==> config.mk <==
export PLATFORM = sky130hd
export DESIGN_NAME = fft_bin_serializer_flat
export DESIGN_NICKNAME = d
export VERILOG_FILES = /design/src/rtl/fft_bin_serializer_if.sv /design/src/rtl/fft_bin_serializer.sv /design/src/flat_wrapper.sv
export SDC_FILE = /design/constraint.sdc
export NUM_CORES = 1
export LEC_CHECK = 0
export ABC_AREA = 0
export CAP_MARGIN = 20
export CORE_MARGIN = 4
export CORE_UTILIZATION = 55
export CTS_CLUSTER_SIZE = 14
export DETAILED_ROUTE_END_ITERATION = 10
export PLACE_DENSITY = 0.86
export SYNTH_ARGS = -nofsm -noshare
export SYNTH_HDL_FRONTEND = slang
export SYNTH_SLANG_ARGS = --single-unit
export TNS_END_PERCENT = 5
==> constraint.sdc <==
create_clock -name i_clk -period 35.9 [get_ports i_clk]
set_input_delay 7.18 -clock i_clk [delete_from_list [all_inputs] [get_ports i_clk]]
set_output_delay 7.18 -clock i_clk [all_outputs]
set_load 0.05 [all_outputs]
==> src/rtl/fft_bin_serializer_if.sv <==
`default_nettype none
// ============================================================================
// Module   : fft_bin_serializer_if
// Brief    : Valid/ready bin stream from the FFT serializer to the demapper.
//            Carries the o_mag lane only when FFT_SER_MAG_EN is defined.
// Revision : 1.0 - initial release
// ============================================================================
interface fft_bin_serializer_if #(
    parameter int WORD_SIZE = 16
);
    logic [WORD_SIZE-1:0] re;
    logic [WORD_SIZE-1:0] im;
    logic [3:0]           idx;
    logic                 valid;
    logic                 last;
    logic                 ready;
`ifdef FFT_SER_MAG_EN
    logic [WORD_SIZE:0]   mag;
`endif

    modport master (
        output re,
        output im,
        output idx,
        output valid,
        output last,
`ifdef FFT_SER_MAG_EN
        output mag,
`endif
        input  ready
    );

    modport slave (
        input  re,
        input  im,
        input  idx,
        input  valid,
        input  last,
`ifdef FFT_SER_MAG_EN
        input  mag,
`endif
        output ready
    );
endinterface
`default_nettype wire

==> src/rtl/fft_bin_serializer.sv <==
`default_nettype none
// ============================================================================
// Module   : fft_bin_serializer
// Brief    : Captures a 16-bin FFT frame and streams it in natural bin order;
//            flags frames lost while streaming. FFT_SER_MAG_EN adds o_mag.
// Revision : 1.0 - initial release
// ============================================================================
module fft_bin_serializer #(
    parameter int WORD_SIZE   = 16,
    parameter int FRACTION    = 8,
    parameter int POINTS      = 16,
    parameter int BIT_REVERSE = 1
) (
    input  wire logic                        i_clk,
    input  wire logic                        i_rst,
    input  wire logic [POINTS*WORD_SIZE-1:0] i_bins_re,
    input  wire logic [POINTS*WORD_SIZE-1:0] i_bins_im,
    input  wire logic                        i_frame_valid,
    fft_bin_serializer_if.master             o_stream,
    output logic                             o_busy,
    output logic                             o_overflow
);

    typedef enum logic [0:0] {
        S_IDLE   = 1'b0,
        S_STREAM = 1'b1
    } state_t;

    state_t               r_state;
    state_t               w_state_nxt;
    logic [3:0]           r_count;
    logic [WORD_SIZE-1:0] r_bank_re [POINTS];
    logic [WORD_SIZE-1:0] r_bank_im [POINTS];
    logic                 r_overflow;

    logic                 w_valid;
    logic                 w_xfer;
    logic                 w_final;
    logic                 w_load;
    logic                 w_drop;
    logic [3:0]           w_rd_addr;
    logic [WORD_SIZE-1:0] w_re;
    logic [WORD_SIZE-1:0] w_im;

    if (FRACTION >= WORD_SIZE || POINTS != 16) begin : g_param_check
        $error("fft_bin_serializer: POINTS must be 16 and FRACTION < WORD_SIZE");
    end

    // Bin k of the FFT output lives in slot bitrev4(k) when BIT_REVERSE is set.
    if (BIT_REVERSE != 0) begin : g_bitrev
        assign w_rd_addr = {r_count[0], r_count[1], r_count[2], r_count[3]};
    end else begin : g_natural
        assign w_rd_addr = r_count;
    end

    assign w_valid = (r_state == S_STREAM);
    assign w_xfer  = w_valid && o_stream.ready;
    assign w_final = w_xfer && (r_count == 4'hF);

    always_ff @(posedge i_clk or posedge i_rst) begin
        if (i_rst) begin
            r_state <= S_IDLE;
        end else begin
            r_state <= w_state_nxt;
        end
    end

    // A pulse landing on the final transfer chains frames without a bubble.
    always_comb begin
        w_state_nxt = r_state;
        w_load      = 1'b0;
        w_drop      = 1'b0;
        case (r_state)
            S_IDLE: begin
                if (i_frame_valid) begin
                    w_load      = 1'b1;
                    w_state_nxt = S_STREAM;
                end
            end
            S_STREAM: begin
                if (w_final) begin
                    if (i_frame_valid) begin
                        w_load = 1'b1;
                    end else begin
                        w_state_nxt = S_IDLE;
                    end
                end else if (i_frame_valid) begin
                    w_drop = 1'b1;
                end
            end
            default: begin
                w_state_nxt = S_IDLE;
            end
        endcase
    end

    always_ff @(posedge i_clk or posedge i_rst) begin
        if (i_rst) begin
            r_count    <= 4'd0;
            r_overflow <= 1'b0;
            for (int k = 0; k < POINTS; k++) begin
                r_bank_re[k] <= '0;
                r_bank_im[k] <= '0;
            end
        end else begin
            if (w_load) begin
                r_count <= 4'd0;
                for (int k = 0; k < POINTS; k++) begin
                    r_bank_re[k] <= i_bins_re[k*WORD_SIZE +: WORD_SIZE];
                    r_bank_im[k] <= i_bins_im[k*WORD_SIZE +: WORD_SIZE];
                end
            end else if (w_xfer) begin
                r_count <= r_count + 4'd1;
            end
            if (w_drop) begin
                r_overflow <= 1'b1;
            end
        end
    end

    assign w_re = w_valid ? r_bank_re[w_rd_addr] : '0;
    assign w_im = w_valid ? r_bank_im[w_rd_addr] : '0;

    assign o_stream.re    = w_re;
    assign o_stream.im    = w_im;
    assign o_stream.idx   = w_valid ? r_count : 4'd0;
    assign o_stream.valid = w_valid;
    assign o_stream.last  = w_valid && (r_count == 4'hF);
    assign o_busy         = w_valid;
    assign o_overflow     = r_overflow;

`ifdef FFT_SER_MAG_EN
    logic [WORD_SIZE:0] w_ext_re;
    logic [WORD_SIZE:0] w_ext_im;
    logic [WORD_SIZE:0] w_abs_re;
    logic [WORD_SIZE:0] w_abs_im;
    logic [WORD_SIZE:0] w_max;
    logic [WORD_SIZE:0] w_min;

    // One extra bit keeps |most negative| representable.
    assign w_ext_re = {w_re[WORD_SIZE-1], w_re};
    assign w_ext_im = {w_im[WORD_SIZE-1], w_im};
    assign w_abs_re = w_re[WORD_SIZE-1] ? (~w_ext_re + 1'b1) : w_ext_re;
    assign w_abs_im = w_im[WORD_SIZE-1] ? (~w_ext_im + 1'b1) : w_ext_im;
    assign w_max    = (w_abs_re >= w_abs_im) ? w_abs_re : w_abs_im;
    assign w_min    = (w_abs_re >= w_abs_im) ? w_abs_im : w_abs_re;
    assign o_stream.mag = w_max + (w_min >> 1);
`endif

endmodule
`default_nettype wire

==> src/flat_wrapper.sv <==
// flat-port wrapper written by rule: the top's interface ports become plain ports
module fft_bin_serializer_flat 
#(
    parameter int WORD_SIZE   = 16,
    parameter int FRACTION    = 8,
    parameter int POINTS      = 16,
    parameter int BIT_REVERSE = 1
)
  (i_clk, i_rst, i_bins_re, i_bins_im, i_frame_valid, o_busy, o_overflow, o_stream_re, o_stream_im, o_stream_idx, o_stream_valid, o_stream_last, o_stream_ready);
  fft_bin_serializer_if #(.WORD_SIZE(WORD_SIZE)) o_stream_i ();
  input  wire logic i_clk;
  input  wire logic i_rst;
  input  wire logic [POINTS*WORD_SIZE-1:0] i_bins_re;
  input  wire logic [POINTS*WORD_SIZE-1:0] i_bins_im;
  input  wire logic i_frame_valid;
  output logic o_busy;
  output logic o_overflow;
  output wire logic [$bits(o_stream_i.re)-1:0] o_stream_re;
  output wire logic [$bits(o_stream_i.im)-1:0] o_stream_im;
  output wire logic [$bits(o_stream_i.idx)-1:0] o_stream_idx;
  output wire logic [$bits(o_stream_i.valid)-1:0] o_stream_valid;
  output wire logic [$bits(o_stream_i.last)-1:0] o_stream_last;
  input wire logic [$bits(o_stream_i.ready)-1:0] o_stream_ready;
  assign o_stream_re = o_stream_i.re;
  assign o_stream_im = o_stream_i.im;
  assign o_stream_idx = o_stream_i.idx;
  assign o_stream_valid = o_stream_i.valid;
  assign o_stream_last = o_stream_i.last;
  assign o_stream_i.ready = o_stream_ready;
  fft_bin_serializer #(.WORD_SIZE(WORD_SIZE), .FRACTION(FRACTION), .POINTS(POINTS), .BIT_REVERSE(BIT_REVERSE)) u_core (.i_clk(i_clk), .i_rst(i_rst), .i_bins_re(i_bins_re), .i_bins_im(i_bins_im), .i_frame_valid(i_frame_valid), .o_stream(o_stream_i), .o_busy(o_busy), .o_overflow(o_overflow));
endmodule
==> results of run 1 <==
## cell usage after synthesis (2+ instances only)
library cell | number | area (um^2)
mux2i_1 | 171 | 1712
buf_2 | 27 | 135.1
nor2b_1 | 2 | 12.51
mux4_2 | 51 | 1149
mux2_4 | 347 | 5210
and2_1 | 4 | 25.02
o21ai_0 | 35 | 175.2
clkbuf_1 | 17 | 63.81
dfrtp_1 | 518 | 12960
nand2b_1 | 3 | 18.77
buf_8 | 13 | 195.2
a221oi_1 | 17 | 148.9
buf_1 | 6 | 22.52
mux2_2 | 165 | 1858
a22oi_1 | 60 | 450.4
o21ai_1 | 15 | 75.07
nand2_1 | 19 | 71.32
inv_1 | 2 | 7.510
xor2_1 | 2 | 17.52
buf_4 | 21 | 157.7
nand3_1 | 19 | 95.09
buf_6 | 30 | 337.8
nor2_1 | 3 | 11.26
## worst paths after layout
check	slack, ns	to	depth (start not counted)
hold / removal	0.48	u_core.o_overflow$_DFFE_PP0P_	1
max in group asynchronous	26.58	u_core.r_bank_im[27]$_DFFE_PP0P_	5
min in group asynchronous	7.20	u_core.r_bank_im[252]$_DFFE_PP0P_	2
setup reg to reg	30.06	u_core.r_bank_re[3]$_DFFE_PP0P_	9
hold reg to reg	0.48	u_core.o_overflow$_DFFE_PP0P_	1
setup / recovery	24.29	u_core.r_bank_re[3]$_DFFE_PP0P_	8
## per-stage QoR
step / power [W] / hold slack, ns
after floorplan: 0.001954 / 0.4751
after global placement: 0.002332 / 0.4589
after detailed placement: 0.002380 / 0.4681
after CTS: 0.002980 / 0.4798
after global routing: 0.003101 / 0.5129
final: 0.002973 / 0.4842
## power by group
part,leakage [nW],internal [W],switching [W]
Sequential,6.32,0.000869,0.000184
Combinational,6.77,0.000688,0.000651
Clock,0.901,0.000347,0.000234
## cell type report
cell class | count | area, um^2 | share of cell area [%]
Sequential cell | 518 | 12970 | 39.89
Multi-Input combinational cell | 919 | 11100 | 34.15
Timing Repair Buffer | 577 | 5798 | 17.83
Clock buffer | 83 | 1634 | 5.026
Tap cell | 592 | 740.7 | 2.278
Clock inverter | 13 | 190.2 | 0.5849
Antenna cell | 24 | 60.06 | 0.1847
Inverter | 3 | 18.77 | 0.05772
## logic make-up (layout without fill, tap and decap cells)
group           count (synthesis)  after routing  share of synthesized area [%]
fa+ha+maj                       1              1                        0.05011
compound gates                129            129                          3.458
mux                           734            734                          39.77
flops                         518            518                          51.92
other cells                     0             24                              0
buf+inv                       117            676                          3.698
xor+xnor                        2              2                        0.07017
simple gates                   53             53                          1.037
## layer usage
metal  global-route usage, %  up-vias  wire length [um]
li1                        -     6795                 -
met1                   36.06     8162             28380
met2                   48.60      714             36350
met3                   10.48      184              6861
met4                   12.68       30              3127
met5                       0        -               187
## state kept, by name (all words and copies together), names as in the netlist
register and flops:
u_core.o_busy 1, u_core.o_overflow 1, u_core.r_bank_im 256, u_core.r_bank_re 256
u_core.r_count 4
==> flow_summary.toml, run 1 <==
[layout]
layout_common_cells = "clkdlybuf4s50_1, dfrtp_1, mux2_4, mux2i_1, mux2_2"
fin_nets = 2590
drive_above_1_share_pct = 32.04
stdcell_count = 2729
num-fill-cells = 2806
post-route-util_pct = 73.05
final_area_mm2 = 0.03251
final_common_cell = "clkdlybuf4s50_1"
area_growth_pct = 30.23

[timing]
final.setup.worst_slack_ns = 24.29
fin_crit_sh_pct = 32.35
finalSetupViolCount = 0
slew_headroom_pct = 9.589
fin_crit_ns = 11.61
rsz0062_at_grt = "no"
report.final.slew_viol_count = 0
tightest_slew_ns = 1.356
fmax_ghz = 0.08610
clock_skew_ns = 0.01235
hold_viol_final = 0
tns_ns = 0

[critical_path]
critPathKind = "in2reg"
path_delay_family = "buffers and inverters"
r2r_start = "u_core.r_count[1]$_DFFE_PP0P_"
crit_path_end_kind = "register"
cp_max_fo = 180
critPathLaunchType = "primary input"
cp-startpoint = "o_stream_ready"
required_ns = 36.38
slowest_stage = "buf_4"
crit_chain = "clkdlybuf4s50_1 > nand4_2 > nand2_1 > and2_4 > buf_12 > buf_4 > buf_4 > mux2_2"
crit_top_cell = "buf_4"
worst-path-buf-inv = 4
worst_ep_arrival_time_ns = 12.10
critPathMaxStageDelay_ns = 1.02

[floorplanning]
rows = 77
coreArea_mm2 = 0.04451
fp.dieArea_mm2 = 0.04887
ios = 556
die-height_um = 221.1
die_x_um = 221.1
start_util_pct = 56.09

[logic_synthesis]
synth_edf_count = 0
ys_seq_elements = 518
yosys_most_used_dff = "dfrtp_1"
yosysSeqAreaShare_pct = 51.92
synthArstFlopShare_pct = 100.0
netlist_instances = 1554
synthesis.area_mm2 = 0.02497
avgSynthCellArea_um2 = 16.07
syn_nets = 2071
yosys_warnings = 0
synth_cell_types = 30

[grt]
grt_util_all_layers_pct = 29.72
grt_pass1_vias = 17470
grt_pass1_wl_um = 111200
overflow = 0
grt_max_degree = 181
antenna_found_initial = 40

[placed_design]
place_ws_ns = 23.78
dp_hpwl_um = 52210
dpl_cell_area_mm2 = 0.03055
gp_congestion = 0.8863
post-place-cells = 2606
portBuffers = 555

[min_path]
hold_path.class = "reg2reg"
hold_path.startpoint = "u_core.o_overflow$_DFFE_PP0P_"

[pwr]
powerDensity_mw_per_mm2 = 91.45
ir_worst_vdd_uv = 104.0
power.leakage_nw = 14.00

[routing]
postRouteAntennaNets = 0
totalWireLength_um = 74910
wire_per_inst_um = 27.45
vias = 15890
drt_iter0_markers = 1148
via_per_inst = 5.821
post-route-drc-count = 0
first_pass_iters = 5

[cts]
cts_setup_buffers = 0
cts_max_level = 2
ctsRootBufferMaster = "clkbuf_16"
clock_latency_ns = 0.60
clock_path_buffers = 3
cts_inserted_buffers = 54
cts_resized = 0
path_clk_slew_ns = 0.06
cts_tree = "done"
cts.sinks = 518
hold_buffers = 0

[flow_run]
cap_violations = 0

[status]
outcome = "completed"
Power figures use the tool's default switching activity.
==> run 2, diff against run 1 <==
--- a/config.mk
+++ b/config.mk
@@ -8,10 +8,10 @@
 export ABC_AREA = 0
 export CAP_MARGIN = 20
 export CORE_MARGIN = 4
-export CORE_UTILIZATION = 55
+export CORE_UTILIZATION = 46
 export CTS_CLUSTER_SIZE = 14
 export DETAILED_ROUTE_END_ITERATION = 10
-export PLACE_DENSITY = 0.86
+export PLACE_DENSITY = 0.77
 export SYNTH_ARGS = -nofsm -noshare
 export SYNTH_HDL_FRONTEND = slang
 export SYNTH_SLANG_ARGS = --single-unit
==> constraint.sdc (replaced) <==
create_clock -name i_clk -period 10.1 [get_ports i_clk]
set_input_delay 2.02 -clock i_clk [delete_from_list [all_inputs] [get_ports i_clk]]
set_output_delay 2.02 -clock i_clk [all_outputs]
set_load 0.05 [all_outputs]
==> run 2 against run 1 <==
Against the previous run: critical path depth decreased by 2; largest power group unchanged; register-to-register slack got worse by 25 ns; first-iteration DRC count shrank 27%; via count down 3.4%; worst hold slack worse by 0.0061 ns; total power grew to 3.6 times the previous value.
==> flow_summary.toml, run 2 (synthesis results as in run 1) <==
[status]
outcome = "completed"

[critical_path]
critPathKind = "reg2out"
crit_path_end_kind = "output port"
cp_max_fo = 120
worst_ep_arrival_time_ns = 4.58
timing.rr.end = "u_core.r_bank_re[24]$_DFFE_PP0P_"
critPathLaunchType = "register"
ff2ff_path_depth = 7
r2r_start = "u_core.r_count[3]$_DFFE_PP0P_"
required_ns = 8.08
rrSetupSlack_ns = 5.13
cp-startpoint = "u_core.r_count[3]$_DFFE_PP0P_"
crit_end = "o_stream_im[4]"

[cts]
cts_max_level = 2
path_clk_slew_ns = 0.06
cts.sinks = 518
clock_latency_ns = 0.62
ctsRootBufferMaster = "clkbuf_16"
cts_setup_buffers = 0
cts_tree = "done"
hold_buffers = 0
cts_inserted_buffers = 56
clock_path_buffers = 3
cts_resized = 0

[routing]
first_pass_iters = 4
drt_iter0_markers = 841
totalWireLength_um = 73290
postRouteAntennaNets = 0
wire_per_inst_um = 26.04
vias = 15350
post-route-drc-count = 0
via_per_inst = 5.452

[floorplanning]
die_x_um = 241.0
start_util_pct = 46.39
rows = 85
coreArea_mm2 = 0.05381
die-height_um = 241.0
ios = 556
fp.dieArea_mm2 = 0.05807

[layout]
area_growth_pct = 30.82
top_regs = "u_core.r_bank_im: 256 flops, u_core.r_bank_re: 256 flops, u_core.r_count: 4 flops"
final_common_cell = "clkdlybuf4s50_1"
layout_common_cells = "clkdlybuf4s50_1, dfrtp_1, mux2_4, mux2i_1, mux2_2"
fin_nets = 2584
drive_above_1_share_pct = 32.09

[timing]
tightest_slew_ns = 1.146
slew_headroom_pct = 23.58
rsz0062_at_grt = "no"
fin_crit_ns = 6.603
hold_viol_final = 0
finalSetupViolCount = 0
clock_skew_ns = 0.02578
holdWs_ns = 0.4781
fin_crit_sh_pct = 65.37
tns_ns = 0
report.final.slew_viol_count = 0
fmax_ghz = 0.1515

[pwr]
ir_worst_vdd_uv = 261.3
power.leakage_nw = 14.00
p_total_w = 0.01063
powerDensity_mw_per_mm2 = 325.5

[placed_design]
gp_congestion = 0.8431
dp_hpwl_um = 51860
portBuffers = 555

[grt]
grt_util_all_layers_pct = 24.48
grt_pass1_vias = 17210
antenna_found_initial = 22
overflow = 0
grt_pass1_wl_um = 107300
grt_max_degree = 180

[min_path]
whs_path_depth = 1
hold_path.class = "reg2reg"

[flow_run]
cap_violations = 0
## run 2: report_power, final
| group | switching [W] | total (W) | internal (W) |
|---|---|---|---|
| logic | 0.00226 | 0.00471 | 0.00244 |
| clock network | 0.000857 | 0.00217 | 0.00131 |
| registers | 0.000665 | 0.00375 | 0.00309 |
| total | 0.00379 | 0.0106 | 0.00684 |
## run 2: worst min-delay path by stage
stage                                        endpoint  slack (ns)                              start
floorplan           u_core.r_bank_im[208]$_DFFE_PP0P_        0.48  u_core.r_bank_im[208]$_DFFE_PP0P_
global placement        u_core.o_overflow$_DFFE_PP0P_        0.46      u_core.o_overflow$_DFFE_PP0P_
detailed placement      u_core.o_overflow$_DFFE_PP0P_        0.47      u_core.o_overflow$_DFFE_PP0P_
CTS                     u_core.o_overflow$_DFFE_PP0P_        0.48      u_core.o_overflow$_DFFE_PP0P_
global route            u_core.o_overflow$_DFFE_PP0P_        0.48      u_core.o_overflow$_DFFE_PP0P_
finish                  u_core.o_overflow$_DFFE_PP0P_        0.48      u_core.o_overflow$_DFFE_PP0P_
## run 2: final cells by class
class / count / area, um^2
inverters: 3 / 15.01
diodes: 9 / 22.52
multi-input cells: 919 / 11100
flip-flops and latches: 518 / 12970
well taps: 696 / 870.8
fillers: 4021 / 21150
clock inverters: 24 / 360.3
repair buffers: 569 / 5748
clock buffers: 77 / 1572
## run 2: per-stage QoR
step / std cells / util, % / instance area [um^2] / worst slack, ns
floorplan: 1554 / - / 24970 / 1.044
global placement: 2705 / 57.06 / 30710 / 4.083
detailed placement: 2705 / 57.06 / 30710 / 4.088
CTS: 2806 / 60.65 / 32640 / 3.422
global route: 2811 / 60.67 / 32650 / 3.266
finish: 2815 / 60.69 / 32660 / 3.497
## run 2: worst max-delay path: stages (launching register included)
cell	delay, ns
dfrtp_4	1.04
buf_12	0.63
mux2i_1	0.20
a221oi_1	0.55
o21ai_0	0.22
o21ai_0	0.17
clkdlybuf4s50_1	0.87
## run 2: metal layers
metal | up-vias | wire length (um) | GRT usage [%] | share of wire, %
li1 | 6793 | - | - | -
met1 | 7906 | 29280 | 30.25 | 40
met2 | 494 | 35620 | 41.05 | 49
met3 | 127 | 5965 | 7.942 | 8.1
met4 | 28 | 2244 | 7.964 | 3.1
met5 | - | 181 | 0 | 0.25
==> run 3, diff against run 2 <==
--- a/config.mk
+++ b/config.mk
@@ -8,10 +8,10 @@
 export ABC_AREA = 0
 export CAP_MARGIN = 20
 export CORE_MARGIN = 4
-export CORE_UTILIZATION = 46
+export CORE_UTILIZATION = 51
 export CTS_CLUSTER_SIZE = 14
 export DETAILED_ROUTE_END_ITERATION = 10
-export PLACE_DENSITY = 0.77
+export PLACE_DENSITY = 0.81
 export SYNTH_ARGS = -nofsm -noshare
 export SYNTH_HDL_FRONTEND = slang
 export SYNTH_SLANG_ARGS = --single-unit
==> constraint.sdc (replaced) <==
create_clock -name i_clk -period 6.8 [get_ports i_clk]
set_input_delay 1.36 -clock i_clk [delete_from_list [all_inputs] [get_ports i_clk]]
set_output_delay 1.36 -clock i_clk [all_outputs]
set_load 0.05 [all_outputs]
==> run 3 against run 2 <==
Against the previous run: non-clock buffer count grew 15; worst hold slack gained 0.019 ns; largest cell class unchanged; sequential share of layout area is essentially flat.
==> flow_summary.toml, run 3 (synthesis results as in run 1) <==
[status]
outcome = "completed"

[cts]
cts_max_level = 2
hold_buffers = 0
path_clk_slew_ns = 0.06
cts_tree = "done"
clock_latency_ns = 0.61
cts_inserted_buffers = 55
cts.sinks = 518
cts_resized = 0
ctsRootBufferMaster = "clkbuf_16"
clock_path_buffers = 3
cts_setup_buffers = 0

[grt]
use_met3_pct = 9.816
grt_util_all_layers_pct = 28.00
met2_usage_pct = 46.12
grt_max_degree = 167
antenna_found_initial = 28
overflow = 0
grt_pass1_wl_um = 111300
grt_pass1_vias = 17510
met1_usage_pct = 33.88
top_usage_layer = "met2"

[layout]
final_common_cell = "clkdlybuf4s50_1"
drive_above_1_share_pct = 32.60
fin_nets = 2598
post-route-util_pct = 67.91
stdcell_count = 2751
top_regs = "u_core.r_bank_im: 256 flops, u_core.r_bank_re: 256 flops, u_core.r_count: 4 flops"
layout_common_cells = "clkdlybuf4s50_1, dfrtp_1, mux2_4, mux2i_1, mux2_2"
area_growth_pct = 30.69

[routing]
vias = 15740
totalWireLength_um = 75220
wire_per_inst_um = 27.34
post-route-drc-count = 0
via_per_inst = 5.722
drt_iter0_markers = 1052
first_pass_iters = 5
postRouteAntennaNets = 0

[floorplanning]
ios = 556
coreArea_mm2 = 0.04805
die-height_um = 229.3
die_x_um = 229.3
start_util_pct = 51.96
fp.dieArea_mm2 = 0.05256
rows = 80

[placed_design]
place_ws_ns = 2.146
dp_hpwl_um = 54170
gp_congestion = 0.9271
post-place-cells = 2639
portBuffers = 555

[timing]
report.final.slew_viol_count = 0
fin_crit_sh_pct = 77.99
tightest_slew_ns = 1.087
slew_headroom_pct = 27.36
fin_crit_ns = 5.303
final.setup.worst_slack_ns = 1.497
rsz0062_at_grt = "no"
tns_ns = 0
finalSetupViolCount = 0
clock_skew_ns = 0.02374
fmax_ghz = 0.1886
hold_viol_final = 0

[critical_path]
required_ns = 5.44
worst_ep_arrival_time_ns = 3.94
critPathKind = "reg2out"
crit_path_end_kind = "output port"
critPathLaunchType = "register"
cp_max_fo = 78

[flow_run]
cap_violations = 0

[pwr]
power.leakage_nw = 14.06
ir_worst_vdd_uv = 580.7
powerDensity_mw_per_mm2 = 481.8

[min_path]
hold_path.class = "reg2reg"
## run 3: critical path, cell delays in order (launching register included)
cell	delay (ns)
dfrtp_4	1.01
buf_12	0.47
mux2i_1	0.15
a22oi_1	0.28
nand2_1	0.18
o21ai_1	0.20
clkdlybuf4s50_1	0.85
## run 3: cell type report
class | count | area, um^2
flip-flops and latches | 518 | 12970
well taps | 615 | 769.5
diodes | 10 | 25.02
clock inverters | 22 | 229.0
multi-input cells | 919 | 11100
clock buffers | 80 | 1610
repair buffers | 584 | 5911
fillers | 3312 | 15420
inverters | 3 | 15.01
## run 3: final timing paths
path	cells past startpoint	endpoint	slack, ns	startpoint
worst max-delay path	6	o_stream_re[12]	1.50	u_core.r_count[3]$_DFFE_PP0P_
worst min-delay path	1	u_core.o_overflow$_DFFE_PP0P_	0.50	u_core.o_overflow$_DFFE_PP0P_
worst max register to register	7	u_core.r_bank_re[30]$_DFFE_PP0P_	3.02	u_core.r_count[1]$_DFFE_PP0P_
worst min register to register	1	u_core.o_overflow$_DFFE_PP0P_	0.50	u_core.o_overflow$_DFFE_PP0P_
max in group asynchronous	4	u_core.r_bank_re[171]$_DFFE_PP0P_	4.03	i_rst
min in group asynchronous	2	u_core.r_bank_im[159]$_DFFE_PP0P_	1.16	i_rst
## run 3: power breakdown
group / internal [W] / switching, W
clock network: 0.00179 / 0.00126
logic: 0.00365 / 0.00345
registers: 0.00459 / 0.000986
## run 3: routing by layer
| metal | up-vias | part of all wire [%] | wire (um) |
|---|---|---|---|
| met2 | 640 | 48 | 36320 |
| met5 | - | 0.27 | 205 |
| met1 | 8107 | 38 | 28930 |
| met4 | 32 | 4.0 | 2990 |
| met3 | 155 | 9.0 | 6773 |
| li1 | 6806 | - | - |
## run 3: per-stage QoR
| stage | instance area [um^2] | power, W | hold WS (ns) |
|---|---|---|---|
| 2_1_floorplan | 24970 | 0.01032 | 0.4751 |
| 3_3_place_gp | 30760 | 0.01244 | 0.4573 |
| 3_5_place_dp | 30760 | 0.01264 | 0.4679 |
| 4_1_cts | 32600 | 0.01578 | 0.4920 |
| 5_1_grt | 32620 | 0.01640 | 0.5121 |
| 6_report | 32630 | 0.01572 | 0.4973 |
